`config.mk`:
```
export PLATFORM = sky130hd
export DESIGN_NAME = load_store_unit
export DESIGN_NICKNAME = d
export VERILOG_FILES = /design/src/rtl/mips_pkg.sv /design/src/rtl/load_align.sv /design/src/rtl/load_store_unit.sv
export SDC_FILE = /design/constraint.sdc
export NUM_CORES = 1
export LEC_CHECK = 0
export CORE_UTILIZATION = 40
export DETAILED_ROUTE_END_ITERATION = 16
export PLACE_DENSITY = 0.67
export SETUP_SLACK_MARGIN = 0.5
export SLEW_MARGIN = 20
export SYNTH_ARGS = -nofsm -noshare
export SYNTH_HDL_FRONTEND = slang
export SYNTH_HIERARCHICAL = 1
export SYNTH_SLANG_ARGS = --single-unit
```
`constraint.sdc`:
```
create_clock -name clk -period 6.05 [get_ports clk]
set_input_delay 1.5125 -clock clk [delete_from_list [all_inputs] [get_ports clk]]
set_output_delay 1.5125 -clock clk [all_outputs]
set_load 0.02 [all_outputs]
```
`src/rtl/mips_pkg.sv`:
```
// Shared mips32 datapath definitions: load/store opcodes, LSU state encoding
// and small decode helpers used by the memory-access stage.
package mips_pkg;

  localparam int XLEN    = 32;
  localparam int OP_W    = 6;
  localparam int REG_W   = 5;
  localparam int BE_W    = 4;
  localparam int WADDR_W = 30;

  localparam logic [OP_W-1:0] OP_LB  = 6'h20;
  localparam logic [OP_W-1:0] OP_LH  = 6'h21;
  localparam logic [OP_W-1:0] OP_LW  = 6'h23;
  localparam logic [OP_W-1:0] OP_LBU = 6'h24;
  localparam logic [OP_W-1:0] OP_LHU = 6'h25;
  localparam logic [OP_W-1:0] OP_SB  = 6'h28;
  localparam logic [OP_W-1:0] OP_SH  = 6'h29;
  localparam logic [OP_W-1:0] OP_SW  = 6'h2B;

  typedef enum logic [1:0] {IDLE, ACCESS, DONE} lsu_state_t;

  function automatic logic op_supported(input logic [OP_W-1:0] op);
    case (op)
      OP_LB, OP_LH, OP_LW, OP_LBU, OP_LHU, OP_SB, OP_SH, OP_SW: op_supported = 1'b1;
      default: op_supported = 1'b0;
    endcase
  endfunction

  function automatic logic op_is_load(input logic [OP_W-1:0] op);
    case (op)
      OP_LB, OP_LH, OP_LW, OP_LBU, OP_LHU: op_is_load = 1'b1;
      default: op_is_load = 1'b0;
    endcase
  endfunction

  // Access size: 0 = byte, 1 = halfword, 2 = word
  function automatic logic [1:0] op_size(input logic [OP_W-1:0] op);
    case (op)
      OP_LH, OP_LHU, OP_SH: op_size = 2'd1;
      OP_LW, OP_SW:         op_size = 2'd2;
      default:              op_size = 2'd0;
    endcase
  endfunction

  function automatic logic misaligned(input logic [OP_W-1:0] op, input logic [1:0] ea_lo);
    case (op_size(op))
      2'd1:    misaligned = ea_lo[0];
      2'd2:    misaligned = |ea_lo;
      default: misaligned = 1'b0;
    endcase
  endfunction

  function automatic logic [BE_W-1:0] lane_be(input logic [OP_W-1:0] op, input logic [1:0] ea_lo);
    case (op_size(op))
      2'd0:    lane_be = 4'b0001 << ea_lo;
      2'd1:    lane_be = 4'b0011 << ea_lo;
      default: lane_be = 4'b1111;
    endcase
  endfunction

  function automatic logic [XLEN-1:0] store_rep(input logic [OP_W-1:0] op, input logic [XLEN-1:0] sd);
    case (op_size(op))
      2'd0:    store_rep = {4{sd[7:0]}};
      2'd1:    store_rep = {2{sd[15:0]}};
      default: store_rep = sd;
    endcase
  endfunction

endpackage

```
`src/rtl/load_align.sv`:
```
// Combinational load-result extraction: picks the addressed lanes out of a
// little-endian word and sign/zero-extends them according to the opcode.
module load_align
  import mips_pkg::*;
(
  input  logic [OP_W-1:0] opcode_i,
  input  logic [1:0]      ea_lo_i,
  input  logic [XLEN-1:0] rdata_i,
  output logic [XLEN-1:0] load_val_o
);

  logic [XLEN-1:0] shifted;

  assign shifted = rdata_i >> {ea_lo_i, 3'b000};

  always_comb begin
    case (opcode_i)
      OP_LB:   load_val_o = {{24{shifted[7]}}, shifted[7:0]};
      OP_LBU:  load_val_o = {24'd0, shifted[7:0]};
      OP_LH:   load_val_o = {{16{shifted[15]}}, shifted[15:0]};
      OP_LHU:  load_val_o = {16'd0, shifted[15:0]};
      default: load_val_o = rdata_i;
    endcase
  end

endmodule

```
`src/rtl/load_store_unit.sv`:
```
// mips32 memory-access stage: effective-address generation, a single
// variable-latency word access with timeout, and aligned load writeback.
module load_store_unit
  import mips_pkg::*;
#(
  parameter int MEM_TIMEOUT = 255
) (
  input  logic               clk,
  input  logic               rst,
  input  logic               in_valid,
  output logic               in_ready,
  input  logic [OP_W-1:0]    opcode,
  input  logic [XLEN-1:0]    base,
  input  logic [XLEN-1:0]    store_data,
  input  logic [15:0]        imm,
  input  logic [REG_W-1:0]   rt_in,
  output logic               mem_req,
  output logic               mem_we,
  output logic [BE_W-1:0]    mem_be,
  output logic [WADDR_W-1:0] mem_addr,
  output logic [XLEN-1:0]    mem_wdata,
  input  logic [XLEN-1:0]    mem_rdata,
  input  logic               mem_ack,
  output logic               out_valid,
  output logic [XLEN-1:0]    write_data,
  output logic               signal_regWrite,
  output logic [REG_W-1:0]   wb_reg,
  output logic               addr_err,
  output logic               op_err,
  output logic               bus_err
);

  localparam logic [7:0] TMO_LAST = 8'(MEM_TIMEOUT - 1);

  lsu_state_t         state_q;
  logic [7:0]         cnt_q;
  logic [OP_W-1:0]    op_q;
  logic [1:0]         ea_lo_q;
  logic [REG_W-1:0]   rt_q;
  logic               mem_req_q, mem_we_q, out_valid_q, regwrite_q;
  logic               addr_err_q, op_err_q, bus_err_q;
  logic [BE_W-1:0]    mem_be_q;
  logic [WADDR_W-1:0] mem_addr_q;
  logic [XLEN-1:0]    mem_wdata_q, write_data_q;
  logic [REG_W-1:0]   wb_reg_q;

  logic [XLEN-1:0]    ea;
  logic               op_bad, ea_bad;
  logic [XLEN-1:0]    load_val;

  assign ea     = base + {{16{imm[15]}}, imm};
  assign op_bad = !op_supported(opcode);
  assign ea_bad = misaligned(opcode, ea[1:0]);

  load_align u_load_align (
    .opcode_i   (op_q),
    .ea_lo_i    (ea_lo_q),
    .rdata_i    (mem_rdata),
    .load_val_o (load_val)
  );

  always_ff @(posedge clk or posedge rst) begin
    if (rst) begin
      state_q      <= IDLE;
      cnt_q        <= 8'd0;
      op_q         <= '0;
      ea_lo_q      <= 2'd0;
      rt_q         <= '0;
      mem_req_q    <= 1'b0;
      mem_we_q     <= 1'b0;
      mem_be_q     <= '0;
      mem_addr_q   <= '0;
      mem_wdata_q  <= '0;
      out_valid_q  <= 1'b0;
      regwrite_q   <= 1'b0;
      write_data_q <= '0;
      wb_reg_q     <= '0;
      addr_err_q   <= 1'b0;
      op_err_q     <= 1'b0;
      bus_err_q    <= 1'b0;
    end else begin
      case (state_q)
        IDLE: begin
          if (in_valid) begin
            op_q    <= opcode;
            ea_lo_q <= ea[1:0];
            rt_q    <= rt_in;
            if (op_bad || ea_bad) begin
              // Rejected requests complete next cycle without touching memory
              state_q      <= DONE;
              out_valid_q  <= 1'b1;
              op_err_q     <= op_bad;
              addr_err_q   <= !op_bad;
              bus_err_q    <= 1'b0;
              regwrite_q   <= 1'b0;
              write_data_q <= '0;
              wb_reg_q     <= rt_in;
            end else begin
              state_q     <= ACCESS;
              cnt_q       <= 8'd0;
              mem_req_q   <= 1'b1;
              mem_we_q    <= !op_is_load(opcode);
              mem_be_q    <= lane_be(opcode, ea[1:0]);
              mem_addr_q  <= ea[31:2];
              mem_wdata_q <= op_is_load(opcode) ? '0 : store_rep(opcode, store_data);
            end
          end
        end
        ACCESS: begin
          if (mem_ack || cnt_q == TMO_LAST) begin
            state_q      <= DONE;
            mem_req_q    <= 1'b0;
            mem_we_q     <= 1'b0;
            out_valid_q  <= 1'b1;
            op_err_q     <= 1'b0;
            addr_err_q   <= 1'b0;
            bus_err_q    <= !mem_ack;
            regwrite_q   <= mem_ack && op_is_load(op_q);
            write_data_q <= (mem_ack && op_is_load(op_q)) ? load_val : '0;
            wb_reg_q     <= rt_q;
          end else begin
            cnt_q <= cnt_q + 8'd1;
          end
        end
        DONE: begin
          out_valid_q <= 1'b0;
          state_q     <= IDLE;
        end
        default: state_q <= IDLE;
      endcase
    end
  end

  assign in_ready        = (state_q == IDLE);
  assign mem_req         = mem_req_q;
  assign mem_we          = mem_we_q;
  assign mem_be          = mem_be_q;
  assign mem_addr        = mem_addr_q;
  assign mem_wdata       = mem_wdata_q;
  assign out_valid       = out_valid_q;
  assign write_data      = write_data_q;
  assign signal_regWrite = regwrite_q;
  assign wb_reg          = wb_reg_q;
  assign addr_err        = addr_err_q;
  assign op_err          = op_err_q;
  assign bus_err         = bus_err_q;

endmodule

```
### Word-level counts from Yosys, hierarchy flattened

Index checks and enable logic that the tools add are counted.

* add/subtract/negate cells: 2
* equality and inequality tests: 24
* shift operators: 3
* muxes and demuxes: 57
* bitwise operators: 1
* reductions and logical operators: 23

Operators with widths (number)
* two-way mux 32 bit: 5
* case mux 32 bit (2 select lines): 2
* case mux 32 bit (4 select lines): 1
* equality test 6 bit (second input constant): 13
* adder 32 bit: 1
* >> shifter 32 x 5 -> 16 bit: 1
* two-way mux 1 bit: 24
* two-way mux 8 bit: 3
* case mux 8 bit (2 select lines): 1
* AND reduction 4 bit: 4
* two-way mux 5 bit: 3
* case mux 1 bit (2 select lines): 7
* two-way mux 2 bit: 6
* case mux 5 bit (2 select lines): 1
* OR reduction 5 bit: 2
* adder 8 x 1 -> 8 bit (second input constant): 1
* equality test 8 bit (second input constant): 1
* inequality test 2 bit (second input constant): 4
* case mux 2 bit (2 select lines): 2
* case mux 4 bit (2 select lines): 1
* OR reduction 8 bit: 1
* equality test 2 x 1 -> 1 bit (second input constant): 3
* equality test 2 bit (second input constant): 2
* zero test 2 bit: 2
* other kinds (14): 19

* bits in registers: 133
* bits of input ports: 127
* output and inout port bits: 111
* word-level logic and storage cells: 127

### Logic depth before layout (Yosys ltp)

* depth in word-level cells: 13
* gate-level depth with buffers: 13
* depth with buffers taken out: 11

### By module

The synthesis kept the hierarchy.

By module, submodules not included
* load_store_unit: instances 1, cells each 799, area each 7149.4 µm², sequential area each 3328.2 µm²
* load_align: instances 1, cells each 125, area each 865.8 µm², sequential area each 0.0 µm²

### Least setup slack after synthesis

OpenSTA, ideal clock, no wires.

* path type: in2reg
* start: in opcode[5]
* end: reg mem_wdata_q[16], in the netlist mem_wdata[16]
* setup time: 0.096 ns
* arrival: 3.730 ns
* data required time: 5.954 ns
* setup slack: 2.225 ns
* stages on the path: 13
* path buffers: 4
* path through: nor2b_1 -> nand3_1 -> clkbuf_1 -> clkbuf_1 -> ha_1 -> o21ai_0 -> a21oi_1 -> nor2_1 -> nand2_1 -> clkbuf_1 -> clkbuf_1 -> nand2_1 -> o31ai_1

* word-level cells in the longest chain between the ends: 9
* elaborated cells between the ends (all ways): 32
* those cells by class: eq/ne: 11; mux: 12; bitwise: 1; reduce/logical: 8

RTL lines
* start, declared: line load_store_unit.sv:12 `input logic [OP_W-1:0] opcode,`
* equality test 6 bit, on equally long branches: line mips_pkg.sv:23, mips_pkg.sv:30, mips_pkg.sv:38
* OR reduction 3 bit / OR reduction 2 bit (equally long branches): line mips_pkg.sv:38 `case (op)`
* case mux 2 bit (2 select lines): line mips_pkg.sv:38
* two-way mux 2 bit: line load_store_unit.sv:88 `if (op_bad || ea_bad) begin`
* two-way mux 2 bit: line load_store_unit.sv:84 `if (in_valid) begin`
* two-way mux 2 bit: line load_store_unit.sv:82 `case (state_q)`
* equality test 2 x 1 -> 1 bit / zero test 2 bit (equally long branches): line mips_pkg.sv:62 `case (op_size(op))`
* case mux 32 bit (2 select lines): line mips_pkg.sv:62
* two-way mux 32 bit: line load_store_unit.sv:105 `mem_wdata_q <= op_is_load(opcode) ? '0 : store_rep(opcode, store_data);`
* end signal, assigned: line load_store_unit.sv:105
* end, declared: line load_store_unit.sv:44 `logic [XLEN-1:0] mem_wdata_q, write_data_q;`

Several ways; a longest one is shown, not always the timed one. The select of a mux whose other input is x is not followed.
A chain may end at the register's enable or synchronous reset.

### Worst setup path after layout

* start: in opcode[5]
* end: reg regwrite_q, in the netlist signal_regWrite

* word-level cells in the longest chain between the ends: 8
* elaborated cells between the ends (all ways): 20
* those cells by class: eq/ne: 11; mux: 3; reduce/logical: 6

RTL lines
* equality test 6 bit: line mips_pkg.sv:23, mips_pkg.sv:38
* OR reduction 3 bit / OR reduction 2 bit (equally long branches): line mips_pkg.sv:38
* case mux 2 bit (2 select lines): line mips_pkg.sv:38
* equality test 2 bit / equality test 2 x 1 -> 1 bit (equally long branches): line mips_pkg.sv:46 `case (op_size(op))`
* case mux 1 bit (2 select lines): line mips_pkg.sv:46
* logical OR 1 bit (*): line load_store_unit.sv:88
* inequality test 2 x 1 -> 1 bit (no source line) (*)
* AND reduction 4 bit (no source line) (*)
* end signal, assigned: line load_store_unit.sv:118 `regwrite_q <= mem_ack && op_is_load(op_q);`
* end, declared: line load_store_unit.sv:40 `logic mem_req_q, mem_we_q, out_valid_q, regwrite_q;`

Mark *: on every way between the ends. The rest lies on a longest branch, timed or not.

==> metrics.cfg <==
[outcome]
outcome = complete, no violations

[power]
p_clk_share_pct = 22.7
combPwrFrac_pct = 44.3
switching_share_pct = 39.8
intPower_w = 0.00273
power_density_mw_per_mm2 = 406
seqPwrFrac_pct = 33.0
total_power_w = 0.00453
p_leak_nw = 4.89
switchingPower_w = 0.00180
ir_drop_mv = 0.212

[timing]
tns_ps = 0
worst_slew_pin_slew_ps = 1050
max_slew_margin_pct = 30.0
hold_viol = 0
setup_viol = 0
skew_ps = 11.6
max_clock_freq_mhz = 211
slew_violations = 0
post-route-period-util_pct = 78.3
grt_setup_unrepaired = false
postLayoutSetupSlackWorst_ps = 1310
hold_slack_ps = 472
min_period_ps = 4740

[clock_tree]
cts.hold.buffers_added = 0
cts_tree = yes
htree_levels = 4
root_buffer = clkbuf_16
post_cts_buffers = 0
clock_latency_ps = 420
cts_made_buffers = 17
clkTransAtPathRegs_ps = 60
clk_path_buf_depth = 2
cts_sinks = 133
cts_resized = 0

[floorplan]
die_x_um = 144
core_mm2 = 0.0195
floorplan.initialDensity_pct = 41.0
io_pins = 238
rows = 51
die_height_um = 144
floorplan.die_area_mm2 = 0.0206

[detailed_routing]
vias = 7705
wl_met1_um = 10400
dr_wl_met3_um = 2210
first_iter_violations = 620
dr_wl_met2_um = 11000
remaining_drc_errors = 0
via_per_inst = 5.43
top_layer = met5
wirelength_um = 24000
first_pass_iters = 9
drtAntennaViolNets = 0
wire_per_inst_um = 17.0

[global_routing]
overflow = 0
grtUsageTotal_pct = 24.2
grt_max_degree = 93
antenna_found_initial = 7
grt_pass1_wl_um = 38400
grt_pass1_vias = 7263

[cells_and_area]
layout_common_cells = clkdlybuf4s50_1, nand2_1, dfrtp_1
final_area_mm2 = 0.0112
layout_commonest_cell = clkdlybuf4s50_1
area_growth_pct = 39.2
fin_nets = 1299
nFillCells = 1790
layout-drive-gt1-share_pct = 6.01

[setup_path]
worst-path-max-fanout = 36
cp.arrival_ps = 5040
worst_path_dominant_cell_family = simple AND/OR/NAND/NOR gates
crit_chain = clkdlybuf4s50_1, nor2b_1, nand3_1, clkinv_1, ha_1, o21ai_0, a21oi_1, nand2b_1, a21o_1, nand3_2, buf_4, a21o_1
start_kind = input port
crit_top_cell = a21o_1
cp.buffers_inverters = 3
endpoint_kind = register
slowest_stage = nand3_2
worstSetupPathType = in2reg
critPathRequiredTime_ps = 6360
crit_path_max_incr_delay_ps = 630

[placement]
placed_area_mm2 = 0.0106
pre_cts_slack_ps = 978
gp_congestion = 0.915
dp_hpwl_um = 18100
portBuffers = 237

[synthesis]
synth_fp_nets = 1088
synth-seq-cells = 133
synthCells = 924
syn_area_mm2 = 0.00802
async_flop_share_pct = 100
synth_flop_cell = dfrtp_1
yosys_warnings = 6
synth_edf_count = 0
ys_seq_area_share_pct = 41.5
syn_avg_cell_area_um2 = 8.67
ys_types = 64

[run]
cap_violations = 0

[min_path]
hp-class = reg2reg

-- synth_stat cells, drive strengths merged (8+ instances only) --
library cell,number,area [um^2]
a31oi,16,100
o31ai,19,143
and3,11,68.8
inv,21,78.8
xnor2,11,96.3
clkbuf,41,156
buf,13,90.1
nand3,22,110
nor3,11,55.1
a22oi,8,60.1
nor2,49,184
o221a,13,146
nand4,8,50.1
xor2,18,158
mux2i,12,120
dfrtp,133,3330
nand2b,11,68.8
nand2,180,676
o21ai,121,606
a21oi,58,294
ha,36,450
a22o,33,289
-- tightest hold or removal path, delay by kind of cell, from the launching register on --
family,cells,cell delay [ps]
flip-flops,1,340
AND/OR/NAND/NOR,2,110
-- final timing paths --
kind,startpoint,end,slack [ps],cells after the start
max,opcode[5],signal_regWrite,1310,12
max in group asynchronous,rst,mem_addr[19],3370,3
min reg2reg,rt_q[4],rt_q[4],470,2
min in group asynchronous,rst,mem_wdata[13],1630,2
max reg2reg,state_q[1],signal_regWrite,3040,6
min,rt_q[4],rt_q[4],470,2
-- layer usage --
layer	GRT usage, %	vias up
met4	6.72	4
met1	31.5	3583
li1	-	3771
met3	8.23	37
met5	0	-
met2	38.3	310
-- power by group through the flow --
stage	logic, W	clock network, W	registers, W
2_1_floorplan	0.000898	0	0.00172
3_3_place_gp	0.00199	0	0.00150
3_5_place_dp	0.00202	0	0.00150
4_1_cts	0.00202	0.00104	0.00149
5_1_grt	0.00218	0.00108	0.00154
6_report	0.00201	0.00103	0.00149
-- metrics by stage --
stage	cells	utilization (%)
after detailed placement	1381	54.1
final	1418	57.2
after global routing	1414	57.1
after CTS	1413	57.1
after global placement	1381	54.1
after floorplan	924	-
-- cells by family (layout without fill, tap and decap cells) --
kind of cell	Yosys count	after routing	synth area share, %
buffers and inverters	76	300	4.11
flip-flops	133	133	41.5
adder cells (fa/ha/maj)	37	37	5.87
multiplexers	15	15	2.11
AO/OA/AOI/OAI	321	321	26.1
other	0	5	0
AND/OR/NAND/NOR	313	313	17.1
XOR/XNOR	29	29	3.17
-- final cells by class --
cell class	count	area (um^2)	area share [%]
antenna	5	12.5	0.112
clock buffer	19	433	3.88
clock inverter	13	150	1.35
inverter	22	87.6	0.785
multi-input combinational	715	4380	39.2
sequential	133	3330	29.8
tap	265	332	2.97
timing repair buffer	246	2440	21.9
(Power assumes the default switching activity.)
